$ cat config.mk
export PLATFORM = sky130hd
export DESIGN_NAME = sim_clk_sequencer
export DESIGN_NICKNAME = d
export VERILOG_FILES = /design/src/rtl/sim_clk_sequencer_pkg.sv /design/src/rtl/sim_seq_counter.sv /design/src/rtl/sim_clk_sequencer.sv
export SDC_FILE = /design/constraint.sdc
export NUM_CORES = 1
export LEC_CHECK = 0
export BUFFER_PORTS_ARGS = -buffer_cell sky130_fd_sc_hd__buf_4
export CAP_MARGIN = 40
export CORE_UTILIZATION = 40
export CTS_BUF_LIST = sky130_fd_sc_hd__clkbuf_8
export CTS_CLUSTER_SIZE = 24
export DETAILED_ROUTE_END_ITERATION = 16
export MAX_ROUTING_LAYER = met4
export PLACE_DENSITY = 0.56
export SETUP_SLACK_MARGIN = 0.15
export SKIP_CTS_REPAIR_TIMING = 1
export SLEW_MARGIN = 20
export SYNTH_ARGS = -nofsm -noshare
export SYNTH_HDL_FRONTEND = slang
export SYNTH_SLANG_ARGS = --single-unit
$ cat constraint.sdc
create_clock -name clk -period 2.6 [get_ports clk]
set_input_delay 0 -clock clk [delete_from_list [all_inputs] [get_ports clk]]
set_output_delay 0 -clock clk [all_outputs]
set_load 0.005 [all_outputs]
$ cat src/rtl/sim_clk_sequencer_pkg.sv
// Shared types and default parameters for the simulation clock sequencer.
package sim_clk_sequencer_pkg;

  typedef enum logic [2:0] {
    ST_IDLE,
    ST_WARMUP,
    ST_RUN,
    ST_DRAIN,
    ST_DONE
  } seq_state_e;

  localparam int unsigned DEF_WARMUP_CYCLES = 16;
  localparam int unsigned DEF_DRAIN_SAMPLES = 4;
  localparam int unsigned DEF_MAX_SAMPLES   = 0;
  localparam int unsigned DEF_CNT_W         = 32;
  localparam int unsigned PHASE_CTR_W       = 32;

  // WARMUP, RUN and DRAIN are the phases in which generated clocks run.
  function automatic logic is_active(input seq_state_e s);
    return (s == ST_WARMUP) || (s == ST_RUN) || (s == ST_DRAIN);
  endfunction

endpackage

$ cat src/rtl/sim_seq_counter.sv
// Loadable down-counter that times both the warm-up and the drain phase.
module sim_seq_counter #(
  parameter int unsigned W = 32
) (
  input  logic         clk_i,
  input  logic         rst_n_i,
  input  logic         load_i,
  input  logic [W-1:0] load_val_i,
  input  logic         dec_i,
  output logic         zero_o,
  output logic         one_o
);

  logic [W-1:0] count_q;
  logic [W-1:0] count_d;

  // A load always takes precedence; decrementing stops at zero.
  always_comb begin
    count_d = count_q;
    if (load_i) begin
      count_d = load_val_i;
    end else if (dec_i && (count_q != '0)) begin
      count_d = count_q - 1'b1;
    end
  end

  always_ff @(posedge clk_i) begin
    if (!rst_n_i) begin
      count_q <= '0;
    end else begin
      count_q <= count_d;
    end
  end

  assign zero_o = (count_q == '0);
  assign one_o  = (count_q == W'(1));

endmodule

$ cat src/rtl/sim_clk_sequencer.sv
// Run-phase sequencer for a simulation harness: gates clocks, file reading
// and output writing through warm-up, run and drain phases.
module sim_clk_sequencer
  import sim_clk_sequencer_pkg::*;
#(
  parameter int unsigned WARMUP_CYCLES = DEF_WARMUP_CYCLES,
  parameter int unsigned DRAIN_SAMPLES = DEF_DRAIN_SAMPLES,
  parameter int unsigned MAX_SAMPLES   = DEF_MAX_SAMPLES,
  parameter int unsigned CNT_W         = DEF_CNT_W
) (
  input  logic             clk,
  input  logic             rst_n,
  input  logic             start,
  input  logic             stop,
  input  logic             eof,
  input  logic             sample_tick,
  output logic             clk_enable,
  output logic             read_en,
  output logic             write_en,
  output logic [CNT_W-1:0] sample_cnt,
  output logic             busy,
  output logic             done,
  output logic             aborted
);

  localparam logic [CNT_W-1:0]       CNT_MAX   = '1;
  localparam logic [CNT_W-1:0]       MAX_C     = CNT_W'(MAX_SAMPLES);
  localparam logic [PHASE_CTR_W-1:0] WARMUP_C  = PHASE_CTR_W'(WARMUP_CYCLES);
  localparam logic [PHASE_CTR_W-1:0] DRAIN_C   = PHASE_CTR_W'(DRAIN_SAMPLES);

  seq_state_e state_q, state_d;
  logic [CNT_W-1:0] cnt_q, cnt_d;
  logic aborted_q, aborted_d;
  logic active_q, read_en_q, write_en_q, done_q;

  logic ctr_load;
  logic [PHASE_CTR_W-1:0] ctr_val;
  logic ctr_dec;
  logic ctr_zero;
  logic ctr_one;
  logic start_ok;

  sim_seq_counter #(
    .W (PHASE_CTR_W)
  ) u_phase_ctr (
    .clk_i      (clk),
    .rst_n_i    (rst_n),
    .load_i     (ctr_load),
    .load_val_i (ctr_val),
    .dec_i      (ctr_dec),
    .zero_o     (ctr_zero),
    .one_o      (ctr_one)
  );

  // A simultaneous stop cancels a start request.
  assign start_ok = start && !stop;

  always_comb begin
    state_d   = state_q;
    cnt_d     = cnt_q;
    aborted_d = aborted_q;
    ctr_load  = 1'b0;
    ctr_val   = '0;
    ctr_dec   = 1'b0;

    case (state_q)
      ST_IDLE, ST_DONE: begin
        if (start_ok) begin
          cnt_d     = '0;
          aborted_d = 1'b0;
          if (WARMUP_CYCLES == 0) begin
            state_d = ST_RUN;
          end else begin
            state_d  = ST_WARMUP;
            ctr_load = 1'b1;
            ctr_val  = WARMUP_C;
          end
        end
      end

      ST_WARMUP: begin
        if (stop) begin
          state_d   = ST_DONE;
          aborted_d = 1'b1;
        end else begin
          ctr_dec = 1'b1;
          if (ctr_one || ctr_zero) begin
            state_d = ST_RUN;
          end
        end
      end

      ST_RUN: begin
        // A tick coinciding with an exit condition is still counted.
        if (sample_tick && (cnt_q != CNT_MAX)) begin
          cnt_d = cnt_q + 1'b1;
        end
        if (stop) begin
          state_d   = ST_DONE;
          aborted_d = 1'b1;
        end else if (eof || ((MAX_SAMPLES != 0) && (cnt_d >= MAX_C))) begin
          state_d  = ST_DRAIN;
          ctr_load = 1'b1;
          ctr_val  = DRAIN_C;
        end
      end

      ST_DRAIN: begin
        if (stop) begin
          state_d   = ST_DONE;
          aborted_d = 1'b1;
        end else if (ctr_zero) begin
          state_d = ST_DONE;
        end else if (sample_tick) begin
          ctr_dec = 1'b1;
          if (ctr_one) begin
            state_d = ST_DONE;
          end
        end
      end

      default: begin
        state_d = ST_IDLE;
      end
    endcase
  end

  // Outputs are registered from the next state so they track state_q exactly.
  always_ff @(posedge clk) begin
    if (!rst_n) begin
      state_q    <= ST_IDLE;
      cnt_q      <= '0;
      aborted_q  <= 1'b0;
      active_q   <= 1'b0;
      read_en_q  <= 1'b0;
      write_en_q <= 1'b0;
      done_q     <= 1'b0;
    end else begin
      state_q    <= state_d;
      cnt_q      <= cnt_d;
      aborted_q  <= aborted_d;
      active_q   <= is_active(state_d);
      read_en_q  <= (state_d == ST_RUN);
      write_en_q <= (state_d == ST_RUN) || (state_d == ST_DRAIN);
      done_q     <= (state_d == ST_DONE);
    end
  end

  assign clk_enable = active_q;
  assign busy       = active_q;
  assign read_en    = read_en_q;
  assign write_en   = write_en_q;
  assign done       = done_q;
  assign aborted    = aborted_q;
  assign sample_cnt = cnt_q;

endmodule

==> impl_summary.log, run 1 <==
INFO  metric run_status = finished clean
INFO  metric fin_crit_period = ~2.6 ns
INFO  metric drtAntennaViolNets = 0
INFO  metric clock-sinks = 72
INFO  metric r2r_slack = 0.04 ns
INFO  metric hpwl_reported_at_the_end_of_detailed_placement = a little over 7000 microns
INFO  metric h-tree-depth = 3
INFO  metric rr_startpoint = u_phase_ctr.count_q[17]
INFO  metric ys_seq_elements = 72
INFO  metric layout_worst_path_cycle_share = 0.983
INFO  metric postSynth.topFlopCell = dfxtp_1
INFO  metric ys_types = 61
INFO  metric synth_area_per_cell = 8.19 sq um
INFO  metric leakagePower = about 0.002 uW
INFO  metric whs = 0.0146 ns
INFO  metric first_global_vias = 3,464
INFO  metric rsz0062_at_grt = true
INFO  metric worstHoldStart = rst_n
INFO  metric timing.critical_path.from = u_phase_ctr.count_q[17]
INFO  metric cts_max_path_buffers = 2
INFO  metric cts-root-buf = clkbuf_8
INFO  metric timing.critical_path.arrival = 2.80 ns
INFO  metric grt_start_max_net_pins = 31
INFO  metric min_to = sample_cnt[0]
INFO  metric remaining_overflow_grt = 0
INFO  metric synth.yosys.warnings = 0
INFO  metric final_stage_net_count = 562
INFO  metric grt_pass1_wl = 17,000 microns
INFO  metric synth_commonest_cells = dfxtp_1 (72), nand2_1 (42), a21oi_1 (37)
INFO  metric worst_pin_slew = 0.707 ns
INFO  metric die_h = 101 microns
INFO  metric drtIter0Drc = ~180
INFO  metric antenna-diode-count = 0
INFO  metric crit_path_max_fanout = 8
INFO  metric route.final.wire_length = 10,700 microns
INFO  metric worstPathCellList = or4_4, or4_4, buf_8, o41a_1, and3_4, a2111oi_2
INFO  metric total_power = 3440 uW
INFO  metric floorplan.initialDensity = 0.418
INFO  metric max_freq = 391 MHz
INFO  metric ys_seq_area_frac = 0.370
INFO  metric fin_cells = 686
INFO  metric syn_to_final_growth = 33.9%
INFO  metric routabilityCongestion = 0.783
INFO  metric worst_slack = ~0.044 ns
INFO  metric worst_setup_path_start_kind = register
INFO  metric worstSkewPairLatency = 0.35 ns
INFO  metric cts_tree = yes
INFO  metric yosysTopAreaCellShare = 0.370
INFO  metric yosysMostFrequentCell = dfxtp_1
INFO  metric final_core_utilization = 0.559
INFO  metric design.core.area = 9330 sq um
INFO  metric cts.clk_slew.worst_paths = 0.08 ns
INFO  metric yosys.area.top_type = dfxtp_1
INFO  metric detailedRoute.firstPassIterationCount = 5
INFO  metric finalMaxSlewViolations = 0
INFO  metric dieArea = 10,100 sq um
INFO  metric io_buffer_count = 43
INFO  metric global_route.usage.total = 0.215
INFO  metric drc = 0
INFO  metric setup_viol = 0
INFO  metric grt_antenna_before_repair = 0
INFO  metric worst_clock_skew = 0.0111 ns
INFO  metric num_vias = 3,930
INFO  metric holdCritPathClass = in2reg
INFO  metric netlist_instances = 476
INFO  metric r2r_end = u_phase_ctr.count_q[4]
INFO  metric vias_per_cell = 5.73
INFO  metric post-place-cells = 656
INFO  metric slew_headroom = 0.526
INFO  metric place_worst_setup_slack = 0.0567 ns
INFO  metric synth_edf_count = 0
INFO  metric cp.required = 2.84 ns
INFO  metric synth.cell_area = 3900 sq um
INFO  metric worst_hold_path.num_cells = 2
INFO  metric critical_path.endpoint_type = register
INFO  metric ys_top_cells_by_area = dfxtp_1 (37%), or3_1 (4.8%), a21oi_1 (4.8%), nand2_1 (4.0%), o21ai_0 (4.0%)
INFO  metric critical-path-slowest-cell = or4_4
INFO  metric max_stage_delay = 0.51 ns
INFO  metric powerDensity = 658 nW/um^2
INFO  metric ys_async_rst_share = 0
INFO  metric hold_viol = 0
INFO  metric die-width = a little over 100 microns
INFO  metric wire_per_inst = around 16 microns
INFO  metric logic_depth_of_the_worst_register_to_register_path = 6
INFO  metric total_cts_buffers = 9
INFO  metric ir_drop = between 0.0003 and 0.0004 V
INFO  metric row_count = 35
INFO  metric syn_nets = 486
INFO  metric crit_type = reg2reg
INFO  metric maxCapViolCount = 0
INFO  metric path_common_cell = or4_4
INFO  metric ios = 44
INFO  metric post_route_cells_drive_above_1_share = 0.311
cell families (layout without fill, tap and decap cells):
group,Yosys count,in the layout,synth area share
flip-flops,72,72,0.370
buffers and inverters,36,117,0.0392
XOR/XNOR,5,5,0.0112
adder cells (fa/ha/maj),4,4,0.0128
AND/OR/NAND/NOR,223,223,0.325
multiplexers,5,5,0.0128
AO/OA/AOI/OAI,131,131,0.229
critical path, delay by kind of cell, from the launching register on:
family | cells | cell delay, ns
buffers and inverters | 1 | 0.15
DFF | 1 | 0.34
AOI/OAI and AO/OA | 2 | 0.72
and+or+nand+nor | 3 | 1.23
how the worst max path moves through the flow:
stage | depth (start not counted) | slack, ns | to
2_1_floorplan | 6 | 0.08 | busy
3_3_place_gp | 5 | 0.09 | busy
3_5_place_dp | 5 | 0.06 | busy
4_1_cts | 5 | 0.04 | busy
5_1_grt | 6 | -0.02 | u_phase_ctr.count_q[4]
6_report | 6 | 0.04 | u_phase_ctr.count_q[4]
per-layer routing:
metal / vias to the layer above / GRT usage / routed length [microns] / share of wire
li1: 1975 / - / - / -
met1: 1883 / 0.302 / 5440 / 0.51
met2: 64 / 0.320 / 4800 / 0.45
met3: 8 / 0.0388 / 381 / 0.036
met4: 0 / 0.0491 / 74 / 0.0069
met5: - / - / 0 / 0
layout by cell type, fill, tap and decap left out, types with 5 or more instances in the layout:
master	netlist	final
nor3_1	8	8
a21oi_2	0	7
or4_1	16	8
buf_4	2	79
nand4_1	15	15
nor2_1	32	29
dfxtp_1	72	64
or4_4	4	12
a21oi_1	37	30
buf_6	1	9
inv_1	8	7
nor4_1	9	8
a2111o_1	6	6
nand2b_1	9	9
nand2_1	42	40
o21ai_0	31	23
and3_1	14	12
o31ai_1	11	9
nand3_1	23	22
o2111ai_1	9	9
clkbuf_8	0	10
dfxtp_2	0	7
or3_1	30	29
mux2i_1	5	5
area by class of cell:
class / count / area (sq um)
Sequential cell: 72 / 1450
Multi-Input combinational cell: 368 / 2560
Clock inverter: 6 / 108
Tap cell: 129 / 161
Inverter: 8 / 30.0
Clock buffer: 10 / 138
Timing Repair Buffer: 93 / 769
Fill cell: 886 / 4110
power by group:
| part | internal, uW | leakage, uW | switching, uW |
|---|---|---|---|
| sequential | 1150 | 0.000586 | 45.1 |
| clock | 661 | 0.000128 | 441 |
| combinational | 539 | 0.00126 | 600 |
| total | 2350 | 0.00197 | 1090 |
state kept, by name, indices dropped and copies added, names as in the netlist:
| name | flops |
|---|---|
| state_q | 3 |
| busy | 1 |
| aborted | 1 |
| u_phase_ctr.count_q | 32 |
| sample_cnt | 32 |
| write_en | 1 |
| read_en | 1 |
| done | 1 |
metrics by stage:
stage               TNS (ns)  area [sq um]
finish                     0          5220
global route         -0.0429          5220
CTS                        0          4810
detailed placement         0          4570
global placement           0          4570
floorplan                  0          3910
Power figures use the tool's default switching activity.
==> run 2, diff against run 1 <==
--- a/config.mk
+++ b/config.mk
@@ -12,7 +12,7 @@
 export CTS_CLUSTER_SIZE = 24
 export DETAILED_ROUTE_END_ITERATION = 16
 export MAX_ROUTING_LAYER = met4
-export PLACE_DENSITY = 0.56
+export PLACE_DENSITY = 0.54
 export SETUP_SLACK_MARGIN = 0.15
 export SKIP_CTS_REPAIR_TIMING = 1
 export SLEW_MARGIN = 20
==> constraint.sdc (replaced) <==
create_clock -name clk -period 2.4 [get_ports clk]
set_input_delay 0 -clock clk [delete_from_list [all_inputs] [get_ports clk]]
set_output_delay 0 -clock clk [all_outputs]
set_load 0.005 [all_outputs]
==> run 2 against run 1 <==
  * The flow now finishes with violations (setup timing)
  * Wire length rose by 8.1%
  * First-iteration DRC count shrank 43%
  * Critical path type unchanged
  * Largest power group is now combinational logic
  * Critical endpoint is now busy
  * Die area stayed put
  * Worst hold slack gained 0.046 ns
==> impl_summary.log, run 2 (synthesized netlist as in run 1, its figures left out) <==
INFO  metric h-tree-depth = 3 (unchanged)
INFO  metric worst_setup_path_start_kind = register (unchanged)
INFO  metric violations = setup timing
INFO  metric post_route_cells_drive_above_1_share = 0.397 (was 0.311)
INFO  metric whs = 0.0608 ns (was 0.0146 ns)
INFO  metric cts-root-buf = clkbuf_8 (unchanged)
INFO  metric design.core.area = 9330 sq um (unchanged)
INFO  metric die_h = 101 microns (unchanged)
INFO  metric multiInputGateArea = 2640 sq um (was 2560 sq um)
INFO  metric grt_antenna_before_repair = 0 (unchanged)
INFO  metric max_stage_delay = 0.55 ns (was 0.51 ns)
INFO  metric grt_start_max_net_pins = 31 (unchanged)
INFO  metric powerDensity = 661 nW/um^2 (was 658 nW/um^2)
INFO  metric cts_max_path_buffers = 2 (unchanged)
INFO  metric path_common_cell = or4_4 (unchanged)
INFO  metric worst_pin_slew = 0.534 ns (was 0.707 ns)
INFO  metric wire_per_inst = 15.6 microns (about the same)
INFO  metric critical-path-slowest-cell = or4_4 (unchanged)
INFO  metric antenna-diode-count = 0 (unchanged)
INFO  metric holdCritPathClass = in2reg (unchanged)
INFO  metric detailedRoute.firstPassIterationCount = 4 (was 5)
INFO  metric syn_to_final_growth = 47.8% (was 33.9%)
INFO  metric worst_slack = -0.146 ns (was 0.0437 ns)
INFO  metric die-width = 101 microns (unchanged)
INFO  metric run_status = finished with violations (was finished clean)
INFO  metric layout_commonest_cell = buf_4 (unchanged)
INFO  metric worstPathCellList = or4_4, or4_4, or4_4, o41a_1, o211a_1 (was or4_4, or4_4, buf_8, o41a_1, and3_4, a2111oi_2)
INFO  metric drtAntennaViolNets = 0 (unchanged)
INFO  metric clock-sinks = 72 (unchanged)
INFO  metric place_worst_setup_slack = -0.126 ns (was 0.0567 ns)
INFO  metric slew_headroom = 0.641 (was 0.526)
INFO  metric dieArea = 10,100 sq um (unchanged)
INFO  metric vias_per_cell = 5.59 (was 5.73)
INFO  metric total_cts_buffers = 9 (unchanged)
INFO  metric maxCapViolCount = 0 (unchanged)
INFO  metric drtIter0Drc = 101 (was 176)
INFO  metric cp.required = 2.65 ns (was 2.84 ns)
INFO  metric layout.area.seq = 1460 sq um (was 1450 sq um)
INFO  metric rsz0062_at_grt = true (unchanged)
INFO  metric ir_drop = 0.000387 V (was 0.000319 V)
INFO  metric finalMaxSlewViolations = 0 (unchanged)
INFO  metric first_global_vias = 3,769 (was 3,464)
INFO  metric leakagePower = 0.00227 uW (was 0.00197 uW)
INFO  metric io_buffer_count = 43 (unchanged)
INFO  metric drc = 0 (unchanged)
INFO  metric hold_viol = 0 (unchanged)
INFO  metric cts.clk_slew.worst_paths = 0.09 ns (was 0.08 ns)
INFO  metric layout_common_cells = buf_4 (128), dfxtp_1 (61), nand2_1 (39), nor2_1 (30), a21oi_1 (28) (was buf_4 (79), dfxtp_1 (64), nand2_1 (40), a21oi_1 (30))
INFO  metric cts_tree = yes (unchanged)
INFO  metric setup_viol = 25 (was 0)
INFO  metric grt_pass1_wl = 17,400 microns (was 17,000 microns)
INFO  metric route.final.wire_length = 11,600 microns (was 10,700 microns)
INFO  metric critical_path.endpoint_type = register (unchanged)
INFO  metric max_freq = 393 MHz (was 391 MHz)
INFO  metric worst_clock_skew = 0.0113 ns (was 0.0111 ns)
INFO  metric worstSkewPairLatency = 0.35 ns (about the same)
INFO  metric ios = 44 (unchanged)
INFO  metric global_route.usage.total = 0.223 (was 0.215)
INFO  metric fin_crit_period = 2.55 ns (was 2.56 ns)
INFO  metric row_count = 35 (unchanged)
INFO  metric final_stage_net_count = 619 (was 562)
INFO  metric crit_path_max_fanout = 4 (was 8)
INFO  metric num_vias = 4,157 (was 3,930)
INFO  metric hpwl_reported_at_the_end_of_detailed_placement = 7720 microns (was 7130 microns)
INFO  metric layout_worst_path_cycle_share = 1.06 (was 0.983)
INFO  metric fill_cells = 826 (was 886)
INFO  metric crit_type = reg2reg (unchanged)
INFO  metric remaining_overflow_grt = 0 (unchanged)
INFO  metric floorplan.initialDensity = 0.418 (unchanged)
INFO  metric routabilityCongestion = 0.797 (was 0.783)
INFO  metric timing.critical_path.arrival = 2.79 ns (was 2.80 ns)
[run 2: cell types whose count changed in the layout (fill, tap and decap cells not counted), sizes merged]
cell         previous run  this run
clkinv                  2         1
clkinvlp                0         2
dlygate4sd3             2         3
clkbuf                 10        11
bufinv                  3         2
buf                    91       146
[run 2: metal layers]
metal / track usage / wire length [microns]
met5: - / 0
met4: 0.0669 / 145
met3: 0.0423 / 302
met2: 0.381 / 5930
met1: 0.265 / 5190
[run 2: final timing paths]
check                                        startpoint  slack, ns                       to  cells after the start
worst max-delay path             u_phase_ctr.count_q[7]      -0.15                     busy                      5
worst min-delay path                               stop       0.06               state_q[1]                      3
worst max register to register   u_phase_ctr.count_q[7]      -0.15                     busy                      5
worst min register to register  u_phase_ctr.count_q[22]       0.49  u_phase_ctr.count_q[22]                      2
[run 2: critical path, delay by kind of cell (launching register included)]
kind             cells  cell delay (ns)
AND/OR/NAND/NOR      3             1.63
AO/OA/AOI/OAI        2             0.48
flip-flops           1             0.32
[run 2: report_power, final]
part | internal [uW] | switching, uW | leakage [uW]
Combinational | 709 | 729 | 0.00158
Sequential | 1240 | 34.8 | 0.000587
Clock | 608 | 484 | 0.000110
Total | 2560 | 1250 | 0.00227
[run 2: per-stage QoR]
stage	std cells	utilization	instance area, sq um	total power [uW]	TNS (ns)
6_report	743	0.617	5760	3810	-0.922
5_1_grt	743	0.617	5760	3970	-2.37
4_1_cts	720	0.555	5180	3440	-1.31
3_5_place_dp	704	0.531	4960	2350	-0.860
3_3_place_gp	704	0.531	4960	2330	-0.454
2_1_floorplan	476	-	3950	1950	-0.322
[run 2: final cells by class]
cell class,count,share of cell area
repair buffers,150,0.217
well taps,129,0.0280
multi-input cells,368,0.459
clock buffers,10,0.0239
inverters,8,0.00521
clock inverters,6,0.0146
flip-flops and latches,72,0.253
